<file path="src/rtl/alu_operand_seq.sv">
`default_nettype none
// ============================================================================
// Module   : alu_operand_seq
// Purpose  : Operand-entry sequencer in front of the ALU. Two active-low
//            push-buttons are synchronized and debounced into one-cycle press
//            strobes. A four-state capture FSM loads operand A, operand B and
//            the opcode from the board switches. The captured values are held
//            stable for the ALU and the LEDs.
// Ports    : CLK       - single clock, rising edge
//            nRST      - asynchronous active-low reset
//            sw_data   - raw 17-bit switch value (quasi-static)
//            key_n     - raw buttons, active-low; [0]=ADVANCE, [1]=CLEAR
//            port_a    - captured operand A (32 bits)
//            port_b    - captured operand B (32 bits)
//            alu_op    - captured opcode (4 bits)
//            op_valid  - high while the FSM is in SHOW
//            state_o   - current state encoding for the green LEDs
// Revision : 1.0 - initial release
// ============================================================================
module alu_operand_seq #(
    parameter int DEBOUNCE_CYCLES = 500000,
    parameter bit SIGN_EXTEND     = 1'b0
) (
    input  logic        CLK,
    input  logic        nRST,
    input  logic [16:0] sw_data,
    input  logic [1:0]  key_n,
    output logic [31:0] port_a,
    output logic [31:0] port_b,
    output logic [3:0]  alu_op,
    output logic        op_valid,
    output logic [1:0]  state_o
);

    // The counter only has to reach DEBOUNCE_CYCLES-1, so clog2 is wide enough.
    localparam int                 c_CNT_W   = (DEBOUNCE_CYCLES > 2) ? $clog2(DEBOUNCE_CYCLES) : 1;
    localparam logic [c_CNT_W-1:0] c_CNT_MAX = c_CNT_W'(DEBOUNCE_CYCLES - 1);

    typedef enum logic [1:0] {
        LOAD_A  = 2'd0,
        LOAD_B  = 2'd1,
        LOAD_OP = 2'd2,
        SHOW    = 2'd3
    } state_t;

    logic [1:0]  w_press;
    logic [31:0] w_ext;

    state_t      r_state;
    logic [31:0] r_port_a;
    logic [31:0] r_port_b;
    logic [3:0]  r_alu_op;

    // ------------------------------------------------------------------------
    // Per-key synchronizer, debouncer and press-strobe generator.
    // ------------------------------------------------------------------------
    for (genvar k = 0; k < 2; k++) begin : g_key
        logic               r_sync1;
        logic               r_sync2;
        logic               r_deb;
        logic               r_deb_d;
        logic               r_press;
        logic [c_CNT_W-1:0] r_cnt;

        always_ff @(posedge CLK or negedge nRST) begin
            if (!nRST) begin
                r_sync1 <= 1'b1;
                r_sync2 <= 1'b1;
                r_deb   <= 1'b1;
                r_deb_d <= 1'b1;
                r_press <= 1'b0;
                r_cnt   <= '0;
            end else begin
                r_sync1 <= key_n[k];
                r_sync2 <= r_sync1;

                // Any agreement between the synced and debounced level restarts
                // the count, so only an unbroken run can flip the level.
                if (r_sync2 == r_deb) begin
                    r_cnt <= '0;
                end else if (r_cnt == c_CNT_MAX) begin
                    r_deb <= r_sync2;
                    r_cnt <= '0;
                end else begin
                    r_cnt <= r_cnt + c_CNT_W'(1);
                end

                // Falling-edge detect on the debounced level. A release gives no pulse.
                r_deb_d <= r_deb;
                r_press <= r_deb_d & ~r_deb;
            end
        end

        assign w_press[k] = r_press;
    end

    // ------------------------------------------------------------------------
    // Switch-value extension to the ALU word width.
    // ------------------------------------------------------------------------
    if (SIGN_EXTEND) begin : g_sext
        assign w_ext = {{15{sw_data[16]}}, sw_data};
    end else begin : g_zext
        assign w_ext = {15'h0000, sw_data};
    end

    // ------------------------------------------------------------------------
    // Capture FSM. CLEAR has priority: a simultaneous ADVANCE is dropped.
    // In SHOW, ADVANCE wraps to LOAD_A and keeps the old operands visible.
    // ------------------------------------------------------------------------
    always_ff @(posedge CLK or negedge nRST) begin
        if (!nRST) begin
            r_state  <= LOAD_A;
            r_port_a <= '0;
            r_port_b <= '0;
            r_alu_op <= '0;
        end else if (w_press[1]) begin
            r_state  <= LOAD_A;
            r_port_a <= '0;
            r_port_b <= '0;
            r_alu_op <= '0;
        end else if (w_press[0]) begin
            case (r_state)
                LOAD_A: begin
                    r_port_a <= w_ext;
                    r_state  <= LOAD_B;
                end
                LOAD_B: begin
                    r_port_b <= w_ext;
                    r_state  <= LOAD_OP;
                end
                LOAD_OP: begin
                    r_alu_op <= sw_data[3:0];
                    r_state  <= SHOW;
                end
                default: begin
                    r_state  <= LOAD_A;
                end
            endcase
        end
    end

    assign port_a   = r_port_a;
    assign port_b   = r_port_b;
    assign alu_op   = r_alu_op;
    assign op_valid = (r_state == SHOW);
    assign state_o  = r_state;

endmodule
`default_nettype wire

</file>
<file path="config.mk">
export PLATFORM = sky130hd
export DESIGN_NAME = alu_operand_seq
export DESIGN_NICKNAME = d
export VERILOG_FILES = /design/src/rtl/alu_operand_seq.sv
export SDC_FILE = /design/constraint.sdc
export NUM_CORES = 1
export LEC_CHECK = 0
export CORE_MARGIN = 2
export CORE_UTILIZATION = 40
export CTS_BUF_LIST = sky130_fd_sc_hd__clkbuf_4 sky130_fd_sc_hd__clkbuf_8 sky130_fd_sc_hd__clkbuf_16
export DETAILED_ROUTE_END_ITERATION = 6
export PLACE_DENSITY = 0.66
export SYNTH_ARGS = -nofsm -noshare
export SYNTH_HDL_FRONTEND = slang
export SYNTH_SLANG_ARGS = --single-unit
</file>
<file path="constraint.sdc">
create_clock -name CLK -period 2 [get_ports CLK]
set_input_delay 0.2 -clock CLK [delete_from_list [all_inputs] [get_ports CLK]]
set_output_delay 0.2 -clock CLK [all_outputs]
set_load 0.02 [all_outputs]
</file>
# Word level (Yosys, flattened, before mapping)
# Index checks and enable logic that the tools add are counted.
[classes]
add_sub_neg = 2
eq_ne = 7
muxes = 16
n_bitwise = 6
reduce_logical = 10
[ops]
columns = ["op", "count"]
rows = [
  ["$mux 32", 6],
  ["$mux 19", 4],
  ["$add 19x1->19 const B", 2],
  ["$eq 19x19->1 const B", 2],
  ["$mux 4", 3],
  ["$reduce_and 2->1", 5],
  ["$reduce_bool 2->1", 4],
  ["$pmux 2 s3", 1],
  ["$eq 2x2->1 const B", 2],
  ["$mux 2", 2],
  ["$not 1->1", 4],
  ["$and 1x1->1", 2],
  ["$eq 1x1->1", 2],
  ["$eq 2x1->1 const B", 1],
  ["$logic_not 2->1", 1],
]
[totals]
ff_bits = 118
inputBits = 21
wordCells = 57

# Depth between registers and ports, before layout
# Gate-level depths: netlist of the first run.
[depth]
word_depth = 4
depth_mapped = 7
depth_no_buf = 5

# Worst setup path before layout of the first run
# Ideal clock, no wire load.
[synth_timing]
kind = "flip-flop to flip-flop"
from = "register g_key[0].r_cnt[11]"
to = "register g_key[0].r_cnt[10]"
setup_time_ps = 119
arrival_ps = 1625
required_time_ps = 1881
setup_slack_ps = 257
stages_incl_launch_ff = 6
path_buffers = 1
period_less_slack_ps = 1743
cell_sequence = "dfrtp_1 -> nor4_2 -> nand4_1 -> o41ai_4 -> buf_6 -> nor2_1"
[synth_via]
elab_chain_cells = 3
[synth_lines]
columns = ["item", "line_no", "source"]
rows = [
  ["start, declared", "63", "logic [c_CNT_W-1:0] r_cnt;"],
  ["start signal, assigned", "85", "r_cnt <= r_cnt + c_CNT_W'(1);"],
  ["$eq 19x19->1", "81", "end else if (r_cnt == c_CNT_MAX) begin"],
  ["$mux 19", "81", ""],
  ["$mux 19", "79", "if (r_sync2 == r_deb) begin"],
]
# No other way between the ends.
# A chain may end at the register's enable or synchronous reset.

# Worst setup path after layout of the first run
[layout_timing]
from = "register r_state[0], in the netlist state_o[0]"
to = "output op_valid"
[layout_via]
elab_chain_cells = 1
[layout_lines]
columns = ["item", "line_no", "source"]
rows = [
  ["start, declared", "49", "state_t r_state;"],
  ["start signal, assigned", "112", "r_state <= LOAD_A;"],
  ["start signal, assigned", "117", "r_state <= LOAD_A;"],
  ["start signal, assigned", "125", "r_state <= LOAD_B;"],
  ["$eq 2x2->1", "145", "assign op_valid = (r_state == SHOW);"],
  ["end, declared", "31", "output logic op_valid,"],
]
# No other way between the ends.

==> qor.txt, run 1 <==
result of the run = complete, no violations
Total Nets Final = 517
cell with the largest stage delay on the worst path = clkdlybuf4s50_1
most frequent cells after synthesis = nand2_1 (84), dfrtp_1 (80), a21oi_1 (44)
wire length of the first global-routing pass = 13800 µm
Final HPWL DP = 5680 µm
maximum root-to-sink buffer count = 2
Post-CTS Setup Bufs = 0
Total Routing Usage GR = 15.2%
H-tree levels = 3
final antenna-violating net count = 0
design area = 4990 µm²
Crit Path Class = reg2out
per-cell routed wire length = 12.7 µm
Startpoint Class = register
Post-synth EDFFs = 0
highest ir drop seen on vdd = 0.402 mV
Placed Area = 4800 µm²
1st-pass router iterations = 5
clock buffer count from CTS = 9
clock tree sinks = 88
maximum number of pins on one net before global-route repair = 47
TritonCTS clock tree = built
Worst Path Arrival = 1.59 ns
post-route worst setup slack = 0.206 ns
drt first-iter violations = 139
highest achievable clock rate = 557 MHz
number of warnings printed during yosys synthesis = 0
cells after synthesis = 420
initial antenna violation count = 0
overall routed net length = 7950 µm
antenna fix cells = 0
leakage component of the power = 2.16 nW
global placer's final weighted congestion = 0.853
worst-skew pair later-pin latency = 0.36 ns
number of instances in the placed design = 611
clock slew at the register clock pins of the worst setup and hold paths = 0.09 ns
Mapped Area = 4100 µm²
leading cell types by total area after synthesis = dfrtp_1 (49%), nand2_1 (7.7%), buf_4 (5.5%)
die boundary height = 105 µm
total power density per cell area = 625 nW/µm²
area delta synth->final = 21.7%
setup tns final = 0 ns
proportion of synthesized chip area in sequential cells = 53.9%
highest cell delay on the worst timing path = 0.60 ns
worst slew slack as a fraction of its limit = 59.3%
number of DRC violations after detailed routing = 0
fraction of post-synthesis cell area in the top cell type by area = 48.8%
Core Area = 9860 µm²
max capacitance violation total = 0
critical path cell sequence = ha_1, clkdlybuf4s50_1
leading register cell type out of synthesis = dfrtp_1
total of flip-flops plus latches after synthesis = 88
minimum clock period after layout = 1.79 ns
most numerous cell in the Yosys netlist = nand2_1
async set-or-reset flop fraction in the synthesized netlist = 100%
master cell of the clock root buffer = clkbuf_8
unrepaired setup endpoints after global routing = false
Worst Hold Slack = 0.248 ns
Die Footprint = 11100 µm²
critical path fanouts, max = 5
boundary pin count = 92
worst clock skew = 0.0121 ns
setup violators final = 0
Via Count = 2994
most area-hungry cell type in the Yosys netlist = dfrtp_1
number of standard cells in the layout, taps in and fillers out = 628
final global-route overflow total = 0
number of placement rows = 36
number of hold-repair buffers added at the cts stage = 1
Mean Syn Cell Area = 9.77 µm²
path type of the worst min-delay path = in2reg
width of the die = 105 µm
Worst setup EP type = output port
critical path required time = 1.80 ns
Gates resized, CTS repair = 0
final-report hold violation count = 0
worst setup slack before clock tree synthesis = 0.248 ns
number of library cell types mapped by synthesis = 36
slew at the pin closest to its max-slew limit = 0.610 ns
initial cell density of the core = 41.6%
Buffers on Ports = 61
mean number of vias per cell = 4.77
via count of the first global-routing pass = 2900
layout cell share with drive strength beyond 1 = 9.70%
final clock period utilization by the worst path = 89.7%
number of pins exceeding their max-slew limit in the final report = 0
==> state kept, by name (all words and copies together) (netlist names) <==
name           count
port_a            17
alu_op             4
port_b            17
g_key.r_sync2      2
g_key.r_deb        2
state_o            2
g_key.r_cnt       38
g_key.r_sync1      2
g_key.r_press      2
g_key.r_deb_d      2
==> logic make-up (layout without fill, tap and decap cells) <==
family                   after synthesis  in the layout  synth area share [%]
AO/OA/AOI/OAI                         51             51                  7.11
XOR/XNOR                              31             31                  6.62
adder cells (fa/ha/maj)                6              6                  1.83
buffers and inverters                 51             97                  7.69
flip-flops                            88             88                  53.9
multiplexers                           4              4                  1.04
other                                  1             30                0.0914
AND/OR/NAND/NOR                      188            188                  21.7
==> layer usage <==
layer | wire length [µm] | part of all wire, % | track usage (%)
met5 | 0 | 0 | 0
met4 | 118 | 1.5 | 5.33
met3 | 392 | 4.9 | 3.22
met2 | 3650 | 46 | 23.7
met1 | 3790 | 48 | 21.1
==> cell usage in the layout, fill, tap and decap left out, types with 3 or more instances in the layout <==
cell             synthesis  layout
inv_1                    7       7
and2_1                   3       3
nand3_1                 17      17
and3_1                   3       3
nor4_1                   8       8
a21oi_1                 44      44
clkbuf_8                 0      10
dfrtp_1                 80      80
nor2b_1                  3       3
nor3_1                   6       6
ha_1                     6       6
nand4_1                 10      10
nor2_1                  36      36
nand2_1                 84      84
buf_4                   30      12
conb_1                   1      30
xnor2_1                 21      21
dfstp_2                  8       8
o31ai_1                  3       3
xor2_1                  10      10
or2_2                    3       3
or4_1                    3       3
clkdlybuf4s50_1          0      60
==> final timing paths <==
path                                             startpoint                            to  slack, ns  cells past startpoint
min in group asynchronous                              nRST   g_key[0].r_cnt[0]$_DFF_PN0_       0.29                      2
worst max-delay path                 state_o[0]$_DFFE_PN0P_                      op_valid       0.21                      2
worst max register to register  g_key[1].r_cnt[0]$_DFF_PN0_  g_key[1].r_cnt[18]$_DFF_PN0_       0.22                      5
max in group asynchronous                              nRST    g_key[1].r_deb$_DFFE_PN1P_       1.10                      3
worst min register to register   g_key[1].r_sync1$_DFF_PN1_    g_key[1].r_sync2$_DFF_PN1_       0.36                      0
worst min-delay path                               key_n[1]    g_key[1].r_sync1$_DFF_PN1_       0.25                      1
==> layout make-up <==
| type | instances | area (µm²) |
|---|---|---|
| Tap cell | 133 | 166 |
| Fill cell | 921 | 4870 |
| Inverter | 7 | 26.3 |
| Clock buffer | 10 | 138 |
| Sequential cell | 88 | 2210 |
| Clock inverter | 6 | 43.8 |
| Timing Repair Buffer | 74 | 721 |
| Multi-Input combinational cell | 310 | 1680 |
==> stage by stage <==
stage	total power, W	utilization (%)
floorplan	0.00197	-
global placement	0.00202	48.6
detailed placement	0.00202	48.6
CTS	0.00316	50.6
global route	0.00325	50.6
finish	0.00312	50.6
==> worst max-delay path, delay by kind of cell, from the launching register on <==
family                   cells  cell delay [ns]
adder cells (fa/ha/maj)      1             0.19
flip-flops                   1             0.45
buffers and inverters        1             0.60
==> report_power, final <==
part / internal [W] / switching [W] / total, W / leakage, nW
sequential: 0.00180 / 0.0000136 / 0.00181 / 0.998
combinational: 0.0000596 / 0.000118 / 0.000177 / 1.07
clock: 0.000490 / 0.000641 / 0.00113 / 0.0926
Note: power is estimated with default switching activity, not from simulation.
==> inputs of run 2 (changes only) <==
--- a/config.mk
+++ b/config.mk
@@ -6,7 +6,7 @@
 export NUM_CORES = 1
 export LEC_CHECK = 0
-export CORE_MARGIN = 2
 export CORE_UTILIZATION = 40
 export CTS_BUF_LIST = sky130_fd_sc_hd__clkbuf_4 sky130_fd_sc_hd__clkbuf_8 sky130_fd_sc_hd__clkbuf_16
+export CTS_CLUSTER_SIZE = 12
 export DETAILED_ROUTE_END_ITERATION = 6
 export PLACE_DENSITY = 0.66
==> constraint.sdc (replaced) <==
create_clock -name CLK -period 2 [get_ports CLK]
set_input_delay 0.6 -clock CLK [delete_from_list [all_inputs] [get_ports CLK]]
set_output_delay 0.6 -clock CLK [all_outputs]
set_load 0.02 [all_outputs]
==> run 2 against run 1 <==
Effect of this change:
- wire length is 0.92% higher
- combinational power increased by 2%
- power grew 9.7%
- hold slack lost 0.043 ns
- global-route usage up 0.98 points
- fmax shrank 7.8%
- critical path depth did not move
- flip-flop and latch count stayed put
- largest cell class unchanged
- worst setup slack got worse by 0.15 ns
- critical path type unchanged
- via count is 1.2% higher
- highest routed layer unchanged
- count of clock-buffer cells in the layout stayed put
- register-to-register slack is essentially flat
- critical endpoint unchanged
==> qor.txt, run 2 (synthesized netlist as in run 1, its figures left out) <==
sequential standard cell area = 2210 µm² (about the same)
boundary pin count = 92 (unchanged)
Worst setup EP type = output port
critical path fanouts, max = 5 (unchanged)
largest reg by FF count = g_key.r_cnt
final-report hold violation count = 0 (unchanged)
switching portion of total power = 23.5% (-1.2 points)
most common cell after layout, fill and taps aside = nand2_1
worst clock skew = 0.0143 ns (+0.00220 ns)
power share of the combinational group = 5.3% (-0.4 points)
depth of the most critical reg-to-reg path = 5 (unchanged)
number of placement rows = 36 (unchanged)
width of the die = 103 µm (-1.9%)
sequential share of power = 52.9% (-5.1 points)
number of flip-flops in the largest register = 38 (unchanged)
initial antenna violation count = 0 (unchanged)
H-tree levels = 3 (unchanged)
Crit Path Class = reg2out
Buffers on Ports = 61 (unchanged)
Placed Area = 4820 µm² (+0.47%)
Psw = 0.000805 W (+4.2%)
Total Nets Final = 521 (+0.77%)
final global-route overflow total = 0 (unchanged)
cell with the largest stage delay on the worst path = dfrtp_2
kind of cell with the highest combined delay on the critical path = flip-flops
area delta synth->final = 23.8%
critical path cell sequence = ha_1, dlygate4sd2_1
clock buffer count from CTS = 9 (unchanged)
TritonCTS clock tree = built
Final HPWL DP = 5650 µm (-0.51%)
critical path required time = 1.40 ns (-0.40 ns)
number of pins exceeding their max-slew limit in the final report = 0 (unchanged)
die boundary height = 103 µm (-1.9%)
result of the run = complete, no violations
worst slew slack as a fraction of its limit = 57.7% (-1.6 points)
antenna fix cells = 0 (unchanged)
post-route worst setup slack = 0.0535 ns (-0.153 ns)
Clock power frac = 41.8% (+5.5 points)
path type of the worst min-delay path = in2async
cell internal pwr = 0.00262 W (+12%)
via count of the first global-routing pass = 2778 (-4.2%)
initial cell density of the core = 41.6% (unchanged)
setup violators final = 0 (unchanged)
filler cell count = 882 (-4.2%)
highest achievable clock rate = 514 MHz (-7.8%)
master cell of the clock root buffer = clkbuf_8
Startpoint Class = register
worst-skew pair later-pin latency = 0.36 ns (about the same)
maximum number of pins on one net before global-route repair = 41 (-13%)
overall routed net length = 8030 µm (+0.92%)
highest cell delay on the worst timing path = 0.45 ns (-0.15 ns)
Worst Hold Slack = 0.205 ns (-0.0428 ns)
max capacitance violation total = 0 (unchanged)
wire length of the first global-routing pass = 13100 µm (-4.7%)
slew at the pin closest to its max-slew limit = 0.634 ns (+0.0235 ns)
final antenna-violating net count = 0 (unchanged)
worst setup slack before clock tree synthesis = 0.154 ns (-0.0937 ns)
unrepaired setup endpoints after global routing = false
highest ir drop seen on vdd = 0.304 mV (-24%)
minimum clock period after layout = 1.95 ns (+0.153 ns)
number of hold-repair buffers added at the cts stage = 0 (-1)
cell depth of the worst setup path = 2 (unchanged)
1st-pass router iterations = 4 (-1)
Total Routing Usage GR = 16.2% (+0.98 points)
mean number of vias per cell = 4.79 (+0.53%)
setup tns final = 0 ns (unchanged)
maximum root-to-sink buffer count = 2 (unchanged)
clock tree sinks = 88 (unchanged)
Via Count = 3029 (+1.2%)
global placer's final weighted congestion = 0.895 (+4.8%)
Core Area = 9860 µm² (unchanged)
total power density per cell area = 673 nW/µm² (+7.8%)
clock slew at the register clock pins of the worst setup and hold paths = 0.09 ns (about the same)
layout cell share with drive strength beyond 1 = 10.8% (+1.1 points)
final clock period utilization by the worst path = 97.3% (+7.6 points)
Worst Path Arrival = 1.35 ns (-0.24 ns)
design area = 5080 µm² (+1.8%)
WP buf/inv = 1 (unchanged)
number of DRC violations after detailed routing = 0 (unchanged)
leakage component of the power = 2.22 nW (+2.7%)
drt first-iter violations = 80 (-42%)
per-cell routed wire length = 12.7 µm (+0.28%)
multi-input logic area = 1680 µm² (unchanged)
commonest cells after routing, fill and taps aside = nand2_1 (84), dfrtp_1 (79), clkdlybuf4s50_1 (53), a21oi_1 (44), nor2_1 (36)
Tot Pwr = 0.00342 W (+9.7%)
Die Footprint = 10700 µm² (-3.8%)
## run 2: power by group through the flow
stage	Clock (W)	Combinational, W	Sequential [W]
after floorplan	0	0.000126	0.00184
after global placement	0	0.000183	0.00184
after detailed placement	0	0.000184	0.00184
after CTS	0.00147	0.000184	0.00181
after global routing	0.00155	0.000206	0.00181
final	0.00143	0.000181	0.00181
## run 2: path summary, 6_finish.rpt
| kind | endpoint | slack [ns] | start |
|---|---|---|---|
| max | op_valid | 0.05 | state_o[0]$_DFFE_PN0P_ |
| min | g_key[0].r_cnt[8]$_DFF_PN0_ | 0.21 | nRST |
| max reg2reg | g_key[1].r_cnt[18]$_DFF_PN0_ | 0.22 | g_key[1].r_cnt[0]$_DFF_PN0_ |
| min reg2reg | g_key[0].r_sync2$_DFF_PN1_ | 0.36 | g_key[0].r_sync1$_DFF_PN1_ |
| max in group asynchronous | g_key[1].r_cnt[10]$_DFF_PN0_ | 1.23 | nRST |
| min in group CLK | g_key[0].r_sync2$_DFF_PN1_ | 0.36 | g_key[0].r_sync1$_DFF_PN1_ |
## run 2: layer usage
metal / part of all wire [%] / track usage, % / wire, µm
met2: 47 / 25.5 / 3800
met4: 1.7 / 7.48 / 140
met1: 47 / 21.4 / 3750
met3: 4.1 / 3.56 / 333
met5: 0 / 0 / 0
## run 2: final cells by class
class                   instances  share of cell area (%)
flip-flops and latches         88                    43.6
clock buffers                  10                    2.71
repair buffers                 78                    14.9
multi-input cells             310                    33.1
well taps                     133                    3.28
inverters                       7                   0.517
clock inverters                 6                    1.92
## run 2: per-stage QoR
| step | util (%) | std cells |
|---|---|---|
| after CTS | 51.2 | 630 |
| after detailed placement | 48.9 | 614 |
| after floorplan | - | 449 |
| after global placement | 48.9 | 614 |
| after global routing | 51.5 | 632 |
| final | 51.5 | 632 |
## run 2: timing repair
item | in CTS | in global routing
hold endpoints to repair | 0 | 0
resized for setup | 3 | 5
setup buffers | 0 | 2
pin swaps | 0 | 1
endpoints found under the setup margin | 3 | 6
==> inputs of run 3 (changes only) <==
- CORE_ASPECT_RATIO: unset -> 1.75
- CORE_UTILIZATION: 40 -> 50
- PLACE_DENSITY: 0.66 -> 0.79
- SKIP_LAST_GASP: unset -> 1
==> run 3 against run 2 <==
Effect of this change:
- the run now ends with DRC left
- worst setup slack better by 0.030 ns
- critical path depth down 1
- die area decreased by 20%
- fmax is 1.6% higher
- count of clock-buffer cells in the layout grew 2
- hold slack lost 0.057 ns
- wire length increased by 5.1%
- clock power increased by 21%
- non-clock buffer count down 7
- critical endpoint is now port_a[13]
- largest power group unchanged
==> qor.txt, run 3 (synthesized netlist as in run 1, its figures left out) <==
post-route worst setup slack = 0.0835 ns (+0.0300 ns)
global placer's final weighted congestion = 0.949 (+6.0%)
commonest cells after routing, fill and taps aside = nand2_1 (84), dfrtp_1 (80), clkdlybuf4s50_1 (57), a21oi_1 (44), nor2_1 (36)
Via Count = 3123 (+3.1%)
clock tree sinks = 88 (unchanged)
unrepaired setup endpoints after global routing = false
wire length of the first global-routing pass = 14400 µm (+9.3%)
worst setup slack before clock tree synthesis = 0.134 ns (-0.0199 ns)
final global-route overflow total = 0 (unchanged)
highest achievable clock rate = 522 MHz (+1.6%)
maximum number of pins on one net before global-route repair = 58 (+41%)
setup violators final = 0 (unchanged)
Clock power frac = 46.6% (+4.8 points)
depth of the most critical reg-to-reg path = 5 (unchanged)
die boundary height = 122 µm (+18%)
result of the run = complete, but fails checks
Psw = 0.000798 W (-0.79%)
minimum clock period after layout = 1.92 ns (-0.0300 ns)
cell with the largest stage delay on the worst path = clkdlybuf4s50_1
violations in the final reports = DRC
Worst Hold Slack = 0.148 ns (-0.0566 ns)
per-cell routed wire length = 14.5 µm (+14%)
overall routed net length = 8440 µm (+5.1%)
Core Area = 7960 µm² (-19%)
met3 Resource Use GR = 4.30% (+0.74 points)
largest reg by FF count = g_key.r_cnt
mean number of vias per cell = 5.37 (+12%)
met2 layer usage reported by global route = 37.7% (+12 points)
sequential share of power = 48.6% (-4.3 points)
Worst Path Arrival = 1.32 ns (-0.03 ns)
RR Endpoint = g_key[0].r_cnt[14]$_DFF_PN0_
Total Nets Final = 514 (-1.3%)
routing usage on met1 = 24.4% (+3.0 points)
number of instances in the placed design = 566 (-7.8%)
launching element of the worst setup path = port_a[13]$_DFFE_PN0P_
area delta synth->final = 23.3%
antenna fix cells = 0 (unchanged)
critical path fanouts, max = 2 (-3)
number of flip-flops in the largest register = 38 (unchanged)
number of placement rows = 43 (+19%)
clock buffer count from CTS = 9 (unchanged)
Top Usage Layer GRT = met2
number of pins exceeding their max-slew limit in the final report = 0 (unchanged)
H-tree levels = 3 (unchanged)
Worst setup EP type = output port
Buffers on Ports = 61 (unchanged)
initial cell density of the core = 51.5% (+9.9 points)
boundary pin count = 92 (unchanged)
slack of the worst reg-to-reg path = 0.10 ns (-0.12 ns)
initial antenna violation count = 0 (unchanged)
1st-pass router iterations = 7 (+3)
switching portion of total power = 21.4% (-2.1 points)
via count of the first global-routing pass = 3145 (+13%)
leakage component of the power = 2.23 nW (+0.54%)
path type of the worst min-delay path = in2async
slew at the pin closest to its max-slew limit = 0.601 ns (-0.0326 ns)
final clock period utilization by the worst path = 95.8% (-1.5 points)
Final HPWL DP = 6040 µm (+6.9%)
final-report hold violation count = 0 (unchanged)
critical path required time = 1.40 ns (about the same)
worst clock skew = 0.00531 ns (-0.00902 ns)
highest ir drop seen on vdd = 0.559 mV (+84%)
width of the die = 70.5 µm (-32%)
kind of cell with the highest combined delay on the critical path = buffers and inverters
setup tns final = 0 ns (unchanged)
Crit Path Class = reg2out
worst-skew pair later-pin latency = 0.33 ns (-0.03 ns)
total power density per cell area = 737 nW/µm² (+9.4%)
final antenna-violating net count = 0 (unchanged)
Post-CTS Setup Bufs = 0 (unchanged)
master cell of the clock root buffer = clkbuf_16
WP buf/inv = 1 (unchanged)
R2R Path Start = g_key[0].r_cnt[0]$_DFF_PN0_
Die Footprint = 8580 µm² (-20%)
layout cell share with drive strength beyond 1 = 9.35% (-1.5 points)
Placed Area = 4740 µm² (-1.6%)
number of standard cells in the layout, taps in and fillers out = 582 (-7.9%)
most common cell after layout, fill and taps aside = nand2_1
worst slew slack as a fraction of its limit = 59.8% (+2.1 points)
maximum root-to-sink buffer count = 2 (unchanged)
max capacitance violation total = 0 (unchanged)
highest cell delay on the worst timing path = 0.63 ns (+0.18 ns)
clock slew at the register clock pins of the worst setup and hold paths = 0.06 ns (-0.03 ns)
Total Routing Usage GR = 21.3% (+5.1 points)
Startpoint Class = register
number of DRC violations after detailed routing = 27 (+27)
filler cell count = 655 (-26%)
drt first-iter violations = 280 (+250%)
TritonCTS clock tree = built
design area = 5060 µm² (-0.44%)
critical path cell sequence = clkdlybuf4s50_1
power share of the combinational group = 4.8% (-0.5 points)
cell internal pwr = 0.00293 W (+12%)
run 3: changes by cell type in the layout (fill, tap and decap cells not counted):
cell,previous run,this run
dlymetal6s2s_1,4,0
clkbuf_16,0,9
buf_12,1,2
buf_4,17,9
clkinvlp_4,0,1
clkinv_2,0,1
dfrtp_2,1,0
clkbuf_8,10,3
inv_8,1,0
bufinv_16,2,1
inv_6,2,0
clkdlybuf4s50_1,53,57
dfrtp_1,79,80
run 3: cell type report:
type	count	area, µm²	area share [%]
clock buffers	12	267	5.27
clock inverters	4	51.3	1.01
inverters	7	26.3	0.520
multi-input cells	310	1680	33.3
flip-flops and latches	88	2210	43.8
well taps	90	113	2.23
repair buffers	71	704	13.9
run 3: metal layers:
metal | part of all wire [%] | up-vias
met2 | 55 | 91
li1 | - | 1482
met3 | 4.3 | 14
met1 | 38 | 1536
met4 | 2.4 | 0
met5 | 0 | -
run 3: worst max path at each step:
| stage | endpoint | slack (ns) | cells after the start |
|---|---|---|---|
| after floorplan | g_key[0].r_cnt[10]$_DFF_PN0_ | 0.26 | 5 |
| after global placement | g_key[0].r_cnt[18]$_DFF_PN0_ | 0.22 | 5 |
| after detailed placement | g_key[0].r_cnt[18]$_DFF_PN0_ | 0.13 | 5 |
| after CTS | port_a[13] | 0.06 | 1 |
| after global routing | g_key[0].r_cnt[18]$_DFF_PN0_ | 0.00008 | 5 |
| final | port_a[13] | 0.08 | 1 |
run 3: power by group through the flow:
| stage | registers [W] | logic [W] | clock network (W) |
|---|---|---|---|
| after floorplan | 0.00184 | 0.000126 | 0 |
| after global placement | 0.00184 | 0.000178 | 0 |
| after detailed placement | 0.00184 | 0.000180 | 0 |
| after CTS | 0.00181 | 0.000182 | 0.00176 |
| after global routing | 0.00181 | 0.000199 | 0.00185 |
| final | 0.00181 | 0.000180 | 0.00173 |
run 3: timing repair:
action                                 4_1_cts  5_1_grt
resized for setup                            3        0
endpoints found under the hold margin        0        0
hold buffers                                 0        0
setup endpoints to repair                    3        0
run 3: metrics by stage:
stage | utilization (%) | total power [W]
detailed placement | 59.6 | 0.00202
global route | 63.5 | 0.00387
finish | 63.5 | 0.00373
floorplan | - | 0.00197
CTS | 63.5 | 0.00376
global placement | 59.6 | 0.00202
